### src/rtl/mmio_input_ctrl.sv
// Memory-mapped KEY/SW responder: two-flop sync, per-bit debounce, sticky key-press
// events with W1C clear, KEY[0] press counter and a registered interrupt.
module mmio_input_ctrl #(
    parameter int unsigned DEBOUNCE_CYCLES = 4,
    parameter int unsigned N_KEY           = 4,
    parameter int unsigned N_SW            = 10
) (
    input  logic             clk,
    input  logic             reset,
    input  logic [31:0]      addr,
    input  logic [31:0]      writedata,
    input  logic             memwrite,
    output logic [31:0]      readdata,
    input  logic [N_KEY-1:0] KEY,
    input  logic [N_SW-1:0]  SW,
    output logic [N_KEY-1:0] key_pressed,
    output logic             irq
);

    localparam int unsigned N_IN  = N_KEY + N_SW;
    localparam int unsigned CNT_W = (DEBOUNCE_CYCLES > 1) ? $clog2(DEBOUNCE_CYCLES) : 1;
    localparam logic [CNT_W-1:0] CNT_LAST = CNT_W'(DEBOUNCE_CYCLES - 1);

    // Keys and switches share one vector, keys in the low bits, all active-high.
    logic [N_IN-1:0]  raw;
    logic [N_IN-1:0]  sync1_q, sync2_q;
    logic [N_IN-1:0]  stable_q, stable_d;
    logic [CNT_W-1:0] dcnt_q [N_IN];
    logic [CNT_W-1:0] dcnt_d [N_IN];
    logic [N_KEY-1:0] event_q, event_d;
    logic [7:0]       press_q, press_d;
    logic             irq_q, irq_d;

    logic             sel_key, sel_sw, sel_evt, sel_cnt;
    logic [N_KEY-1:0] key_rise, evt_clr;
    logic             unused_bits;

    assign raw         = {SW, ~KEY};
    assign unused_bits = ^{addr[31:9], addr[3:0], writedata[31:N_KEY]};

    // Window decode: lowest select bit wins when several are set.
    always_comb begin
        sel_key = 1'b0;
        sel_sw  = 1'b0;
        sel_evt = 1'b0;
        sel_cnt = 1'b0;
        if (addr[8]) begin
            if (addr[4])      sel_key = 1'b1;
            else if (addr[5]) sel_sw  = 1'b1;
            else if (addr[6]) sel_evt = 1'b1;
            else if (addr[7]) sel_cnt = 1'b1;
        end
    end

    always_comb begin
        readdata = 32'h0;
        if (sel_key)      readdata = 32'(stable_q[N_KEY-1:0]);
        else if (sel_sw)  readdata = 32'(stable_q[N_IN-1:N_KEY]);
        else if (sel_evt) readdata = 32'(event_q);
        else if (sel_cnt) readdata = 32'(press_q);
    end

    // Debounce: flip after DEBOUNCE_CYCLES consecutive differing samples.
    always_comb begin
        stable_d = stable_q;
        for (int i = 0; i < int'(N_IN); i++) begin
            dcnt_d[i] = '0;
            if (sync2_q[i] != stable_q[i]) begin
                if (dcnt_q[i] == CNT_LAST) stable_d[i] = sync2_q[i];
                else                       dcnt_d[i]   = dcnt_q[i] + CNT_W'(1);
            end
        end
    end

    // Events and counter: a press on the same edge as a clear always survives.
    always_comb begin
        key_rise = stable_d[N_KEY-1:0] & ~stable_q[N_KEY-1:0];
        evt_clr  = (memwrite && sel_evt) ? writedata[N_KEY-1:0] : '0;
        event_d  = (event_q & ~evt_clr) | key_rise;
        press_d  = (memwrite && sel_cnt) ? 8'h0 : press_q;
        if (key_rise[0]) press_d = press_d + 8'h1;
        irq_d    = |event_d;
    end

    always_ff @(posedge clk or posedge reset) begin
        if (reset) begin
            sync1_q  <= '0;
            sync2_q  <= '0;
            stable_q <= '0;
            event_q  <= '0;
            press_q  <= 8'h0;
            irq_q    <= 1'b0;
            for (int i = 0; i < int'(N_IN); i++) dcnt_q[i] <= '0;
        end else begin
            sync1_q  <= raw;
            sync2_q  <= sync1_q;
            stable_q <= stable_d;
            event_q  <= event_d;
            press_q  <= press_d;
            irq_q    <= irq_d;
            for (int i = 0; i < int'(N_IN); i++) dcnt_q[i] <= dcnt_d[i];
        end
    end

    assign key_pressed = stable_q[N_KEY-1:0];
    assign irq         = irq_q;

endmodule
### config.mk
export PLATFORM = sky130hd
export DESIGN_NAME = mmio_input_ctrl
export DESIGN_NICKNAME = d
export VERILOG_FILES = /design/src/rtl/mmio_input_ctrl.sv
export SDC_FILE = /design/constraint.sdc
export NUM_CORES = 1
export LEC_CHECK = 0
export ABC_AREA = 1
export BUFFER_PORTS_ARGS = -buffer_cell sky130_fd_sc_hd__buf_2
export CAP_MARGIN = 20
export CORE_ASPECT_RATIO = 1.25
export CORE_MARGIN = 4
export CORE_UTILIZATION = 50
export CTS_BUF_LIST = sky130_fd_sc_hd__clkbuf_16
export DETAILED_ROUTE_END_ITERATION = 8
export PLACE_DENSITY = 0.79
export REMOVE_ABC_BUFFERS = 1
export SLEW_MARGIN = 20
export SYNTH_ARGS = -nofsm -noshare
export SYNTH_HDL_FRONTEND = slang
export SYNTH_SLANG_ARGS = --single-unit
### constraint.sdc
create_clock -name clk -period 3.58 [get_ports clk]
set_clock_uncertainty 0.2 [all_clocks]
set_input_delay 0.716 -clock clk [delete_from_list [all_inputs] [get_ports clk]]
set_output_delay 0.716 -clock clk [all_outputs]
set_load 0.02 [all_outputs]
==> impl_metrics.yaml, run 1 <==
clock_network:
  cts.clk_slew.worst_paths_ns: 0.05
  hold_buffers: 0
  numCtsBuffers: 9
  cts_setup_buffers: 0
  cts_sinks: 83
  tritoncts: "done"
  htree_levels: 3
  cts.path.max_buffers: 2
  ctsResizeCount: 0
  insertion_delay_ns: 0.33
  cts_root_buf: "clkbuf_16"
power_and_ir_drop:
  peakVddDrop_uv: 470
  power_density_nw_per_um2: 744
  p_leak_nw: 2.05
worst_setup_path:
  crit_slowest_cell: "nor2_1"
  crit_family: "buffers and inverters"
  cp-start-kind: "primary input"
  cp.buffers_inverters: 3
  worstSetupPathType: "primary input to output pin"
  crit_chain: "buf_2, nand2_1, nor2_1, inv_1, o22ai_1, buf_2"
  cp_data_required_time_ns: 2.66
  cp_slowest_stage_delay_ns: 0.33
  critical_path_arrival_ns: 1.91
  worstPathMaxFanout: 6
  worstSetupEndpointType: "output pin"
  critical_path.most_common_cell: "buf_2"
route:
  ant_nets: 0
  wl_per_cell_um: 12.4
  drt_pass1_iterations: 4
  wirelength_um: 5730
  drt-initial-drc-count: 99
  drc: 0
  viasPerCell: 4.59
  via_count: 2122
timing:
  worst_pin_slew_ns: 0.864
  setup_tns_ns: 0
  final_hold_viol_count: 0
  rsz0062_at_grt: "false"
  period_needed_ns: 2.83
  finalSetupViolations: 0
  fmax_mhz: 354
  finalMaxSlewViolations: 0
  fin_crit_sh_pct: 79.0
  slew_headroom_pct: 42.3
layout:
  nFillCells: 568
  nNetsFinal: 467
  layout_common_cells: "dfrtp_1 (83), nand2_1 (53), inv_1 (43), buf_2 (40), nor2_1 (24)"
  utilization_pct: 59.7
  seq_area_um2: 2080
  n_antenna_cell: 0
  layout_commonest_cell: "dfrtp_1"
  multi_input_area_um2: 1110
  area_delta_synth_final_pct: 14.4
  drive_gt1_share_pct: 20.0
logic_synthesis:
  syn_area_per_cell_um2: 10.8
  netlist_area_um2: 3490
  syn_inst: 324
  synth-seq-area-share_pct: 59.5
  synth_edf_count: 0
  yosysTopAreaCellShare_pct: 59.5
  synth_area_leaders: "dfrtp_1 (60%), nand2_1 (5.7%), buf_4 (5.6%)"
  ys.flop_type: "dfrtp_1"
  synthArstFlopShare_pct: 100
  yosysTopAreaCell: "dfrtp_1"
  ys_warn_count: 0
  ys_ff_latch: 83
  synth.distinct_cells: 24
floorplanning:
  pin_count: 118
  die_area_um2: 8390
  row_count: 33
  die_h_um: 101
  core_um2: 6690
  start_util_pct: 52.2
  die_x_um: 82.7
place:
  hpwl_um: 4220
  place.gp.congestion: 0.728
  portBuffers: 40
global_route:
  grt_max_degree: 53
  groute.usage.overall_pct: 15.4
  grt_overflow_total: 0
  grt_pass1_vias: 2170
  grt_first_pass_wirelength_um: 9710
  antenna_found_initial: 0
run_status:
  outcome: "completed"
flow_run:
  cap_violations: 0
hold_path:
  holdCritPathClass: "flip-flop to flip-flop"
-- metrics by stage --
stage,hold WS (ns),worst slack [ns],cell area (um2),instances,total power [mW]
3_3_place_gp,0.132,0.781,3690,447,1.99
5_1_grt,0.154,0.621,3990,462,3.18
4_1_cts,0.147,0.719,3990,462,3.01
6_report,0.146,0.752,3990,462,2.97
3_5_place_dp,0.135,0.702,3690,447,2.05
2_1_floorplan,0.131,0.527,3360,318,1.86
-- final timing paths --
path	start	end	slack, ns	cells past startpoint
max	addr[8]	readdata[5]	0.75	6
min	sync1_q[0]	sync2_q[0]	0.15	0
max reg2reg	dcnt_q[26]	press_q[5]	1.98	8
min reg2reg	sync1_q[0]	sync2_q[0]	0.15	0
max in group asynchronous	reset	stable_q[11]	2.10	3
min in group asynchronous	reset	sync2_q[13]	0.34	2
-- state kept, by name, indices dropped and copies added, names as in the netlist --
signal	cells
dcnt_q	28
stable_q	14
sync1_q	14
sync2_q	14
press_q	8
event_q	4
irq	1
-- cell families after synthesis --
kind of cell             share of synthesized area, %
other                                           0.107
AND/OR/NAND/NOR                                  14.8
flip-flops                                       59.5
buffers and inverters                            11.0
multiplexers                                     1.29
XOR/XNOR                                         4.52
AO/OA/AOI/OAI                                    3.41
adder cells (fa/ha/maj)                          5.38
-- synthesized netlist by cell type (2+ instances only) --
cell type	instances
mux2_2	4
nand4_2	2
dfrtp_1	83
nand3_4	2
buf_4	26
o21ai_0	13
nor2_4	2
inv_1	44
nor2_2	3
o2111ai_1	4
xnor2_1	16
nor3_1	14
o22ai_1	3
nor2_1	24
nand3_2	2
nand2_1	53
ha_1	15
xor2_1	2
nand3_1	6
inv_2	2
-- power by group --
part | switching, mW | total, mW | internal (mW)
clock network | 0.340 | 0.941 | 0.601
registers | 0.164 | 1.36 | 1.19
logic | 0.393 | 0.672 | 0.280
-- per-layer routing --
metal | part of all wire [%] | global-route usage [%]
met1 | 42 | 19.1
met3 | 4.2 | 2.94
met5 | 0 | 0
met2 | 51 | 25.2
met4 | 2.8 | 8.43
-- cell type report --
cell class	count	share of cell area (%)
Inverter	47	4.45
Tap cell	87	2.73
Sequential cell	83	52.0
Timing Repair Buffer	42	5.39
Multi-Input combinational cell	188	27.8
Clock buffer	9	5.64
Clock inverter	6	2.04
(Power assumes the default switching activity.)
==> inputs of run 2 (changes only) <==
Settings changed: ABC_AREA 1 to 0, CORE_UTILIZATION 50 to 45, PLACE_DENSITY 0.79 to 0.75.
Clock period 3.58 ns to 2.6 ns, I/O delays scaled along.
==> impl_metrics.yaml, run 2 <==
run_status:
  outcome: "completed"
logic_synthesis:
  synth_area_leaders: "dfrtp_1 (59%), buf_4 (5.5%), ha_1 (5.3%)"
  synth.cells.most_frequent: "dfrtp_1 (83), buf_4 (26), nor2b_1 (17)"
  yosysTopAreaCell: "dfrtp_1"
  synth-seq-area-share_pct: 59.0
  ys_warn_count: 0
  ys_ff_latch: 83
  synthArstFlopShare_pct: 100
  netlist_area_um2: 3520
  syn_inst: 286
  synth_edf_count: 0
  ys.flop_type: "dfrtp_1"
  yosysTopAreaCellShare_pct: 59.0
  syn_area_per_cell_um2: 12.3
  synth_most_common_cell: "dfrtp_1"
  synth.distinct_cells: 38
global_route:
  grt_max_degree: 35
  groute.usage.overall_pct: 14.0
  grt_pass1_vias: 2176
  antenna_found_initial: 0
  grt_overflow_total: 0
  grt_first_pass_wirelength_um: 10100
worst_setup_path:
  critical_path.most_common_cell: "buf_2"
  cp_data_required_time_ns: 1.88
  cp-start-kind: "primary input"
  reg2reg_from: "dcnt_q[20]"
  cp_slowest_stage_delay_ns: 0.33
  critical_path_arrival_ns: 1.59
  regToRegEndpoint: "irq"
  regToRegSetupSlack_ns: 0.59
  crit_slowest_cell: "a221o_1"
  worstSetupEndpointType: "output pin"
  worstSetupPathType: "primary input to output pin"
  r2r_cells: 4
  worstPathMaxFanout: 12
  crit_chain: "buf_2, buf_4, a21oi_1, a221o_1, a21boi_1, buf_2"
layout:
  nFillCells: 651
  area_delta_synth_final_pct: 14.7
  largest_register_ffs: 28
  nNetsFinal: 430
  layout_commonest_cell: "dfrtp_1"
  top_register: "dcnt_q"
  drive_gt1_share_pct: 20.6
  layout_common_cells: "dfrtp_1 (83), buf_2 (40), conb_1 (22), nor2b_1 (17)"
  finalInstanceArea_um2: 4040
  utilization_pct: 53.9
  n_antenna_cell: 0
clock_network:
  numCtsBuffers: 9
  cts.clk_slew.worst_paths_ns: 0.06
  cts_sinks: 83
  cts_setup_buffers: 0
  hold_buffers: 0
  cts_root_buf: "clkbuf_16"
  cts.path.max_buffers: 2
  ctsResizeCount: 0
  htree_levels: 3
  insertion_delay_ns: 0.33
  tritoncts: "done"
floorplanning:
  start_util_pct: 47.0
  core_um2: 7490
  die_area_um2: 9310
  die_h_um: 107
  pin_count: 118
  die_x_um: 87.1
  row_count: 35
power_and_ir_drop:
  intPower_mw: 2.77
  power_mw: 3.91
  p_comb_share_pct: 22.4
  power_frac_seq_pct: 46.9
  power_density_nw_per_um2: 968
  power_switching_mw: 1.14
  power_frac_clock_pct: 30.7
  switching_share_pct: 29.1
  p_leak_nw: 1.90
  peakVddDrop_uv: 503
timing:
  fin_crit_sh_pct: 88.8
  slew_headroom_pct: 64.6
  period_needed_ns: 2.31
  holdWs_ns: 0.0106
  finalSetupViolations: 0
  worst_pin_slew_ns: 0.530
  fmax_mhz: 433
  rsz0062_at_grt: "false"
  final_hold_viol_count: 0
  finalMaxSlewViolations: 0
flow_run:
  cap_violations: 0
place:
  hpwl_um: 4270
  place.gp.congestion: 0.782
  portBuffers: 40
  post_dp_cell_area_um2: 3750
route:
  via_count: 2172
  wl_per_cell_um: 14.0
  viasPerCell: 5.04
  drt_pass1_iterations: 4
  drt-initial-drc-count: 111
  ant_nets: 0
  wirelength_um: 6050
  drc: 0
hold_path:
  holdCritPathClass: "primary input to asynchronous set/reset pin"
run 2: worst max path at each step:
| stage | slack [ns] | to | cells after the start | start |
|---|---|---|---|---|
| floorplan | -0.26 | dcnt_q[0] | 1 | reset |
| global placement | 0.28 | press_q[4] | 8 | addr[6] |
| detailed placement | 0.24 | press_q[4] | 8 | addr[6] |
| CTS | 0.30 | readdata[3] | 6 | addr[5] |
| global route | 0.20 | readdata[3] | 6 | addr[5] |
| finish | 0.29 | readdata[3] | 6 | addr[5] |
run 2: logic make-up after synthesis:
family / synth area share (%)
adder cells (fa/ha/maj): 5.33
other: 0.107
buffers and inverters: 8.00
flip-flops: 59.0
XOR/XNOR: 3.98
AND/OR/NAND/NOR: 12.7
multiplexers: 2.24
AO/OA/AOI/OAI: 8.64
run 2: worst max-delay path: cells and delay by family:
kind | cells | cell delay, ns
buf+inv | 3 | 0.54
compound gates | 3 | 0.52
run 2: cell type report:
cell class              instances  area [um2]  area share (%)
flip-flops and latches         83        2080            51.5
well taps                      92         115            2.85
inverters                      14        53.8            1.33
multi-input cells             179        1240            30.7
repair buffers                 47         265            6.57
clock buffers                   9         225            5.58
clock inverters                 7        60.1            1.49
run 2: metal layers:
layer,vias up,GRT usage [%],share of wire (%)
met5,-,0,0
met4,0,4.28,0.79
met3,6,4.23,6.0
met2,49,22.6,51
met1,1084,18.2,43
li1,1033,-,-
run 2: power by group through the flow:
stage	logic [mW]	clock network (mW)	registers, mW
after global routing	1.00	1.31	1.88
after detailed placement	0.879	0	1.85
after global placement	0.818	0	1.84
final	0.876	1.20	1.83
after CTS	0.900	1.23	1.84
after floorplan	0.625	0	1.84
run 2: through the flow:
stage	instances	worst slack, ns	setup TNS [ns]
2_1_floorplan	276	-0.257	-21.31
3_3_place_gp	415	0.278	0
5_1_grt	431	0.200	0
6_report	431	0.290	0
4_1_cts	431	0.302	0
3_5_place_dp	415	0.242	0
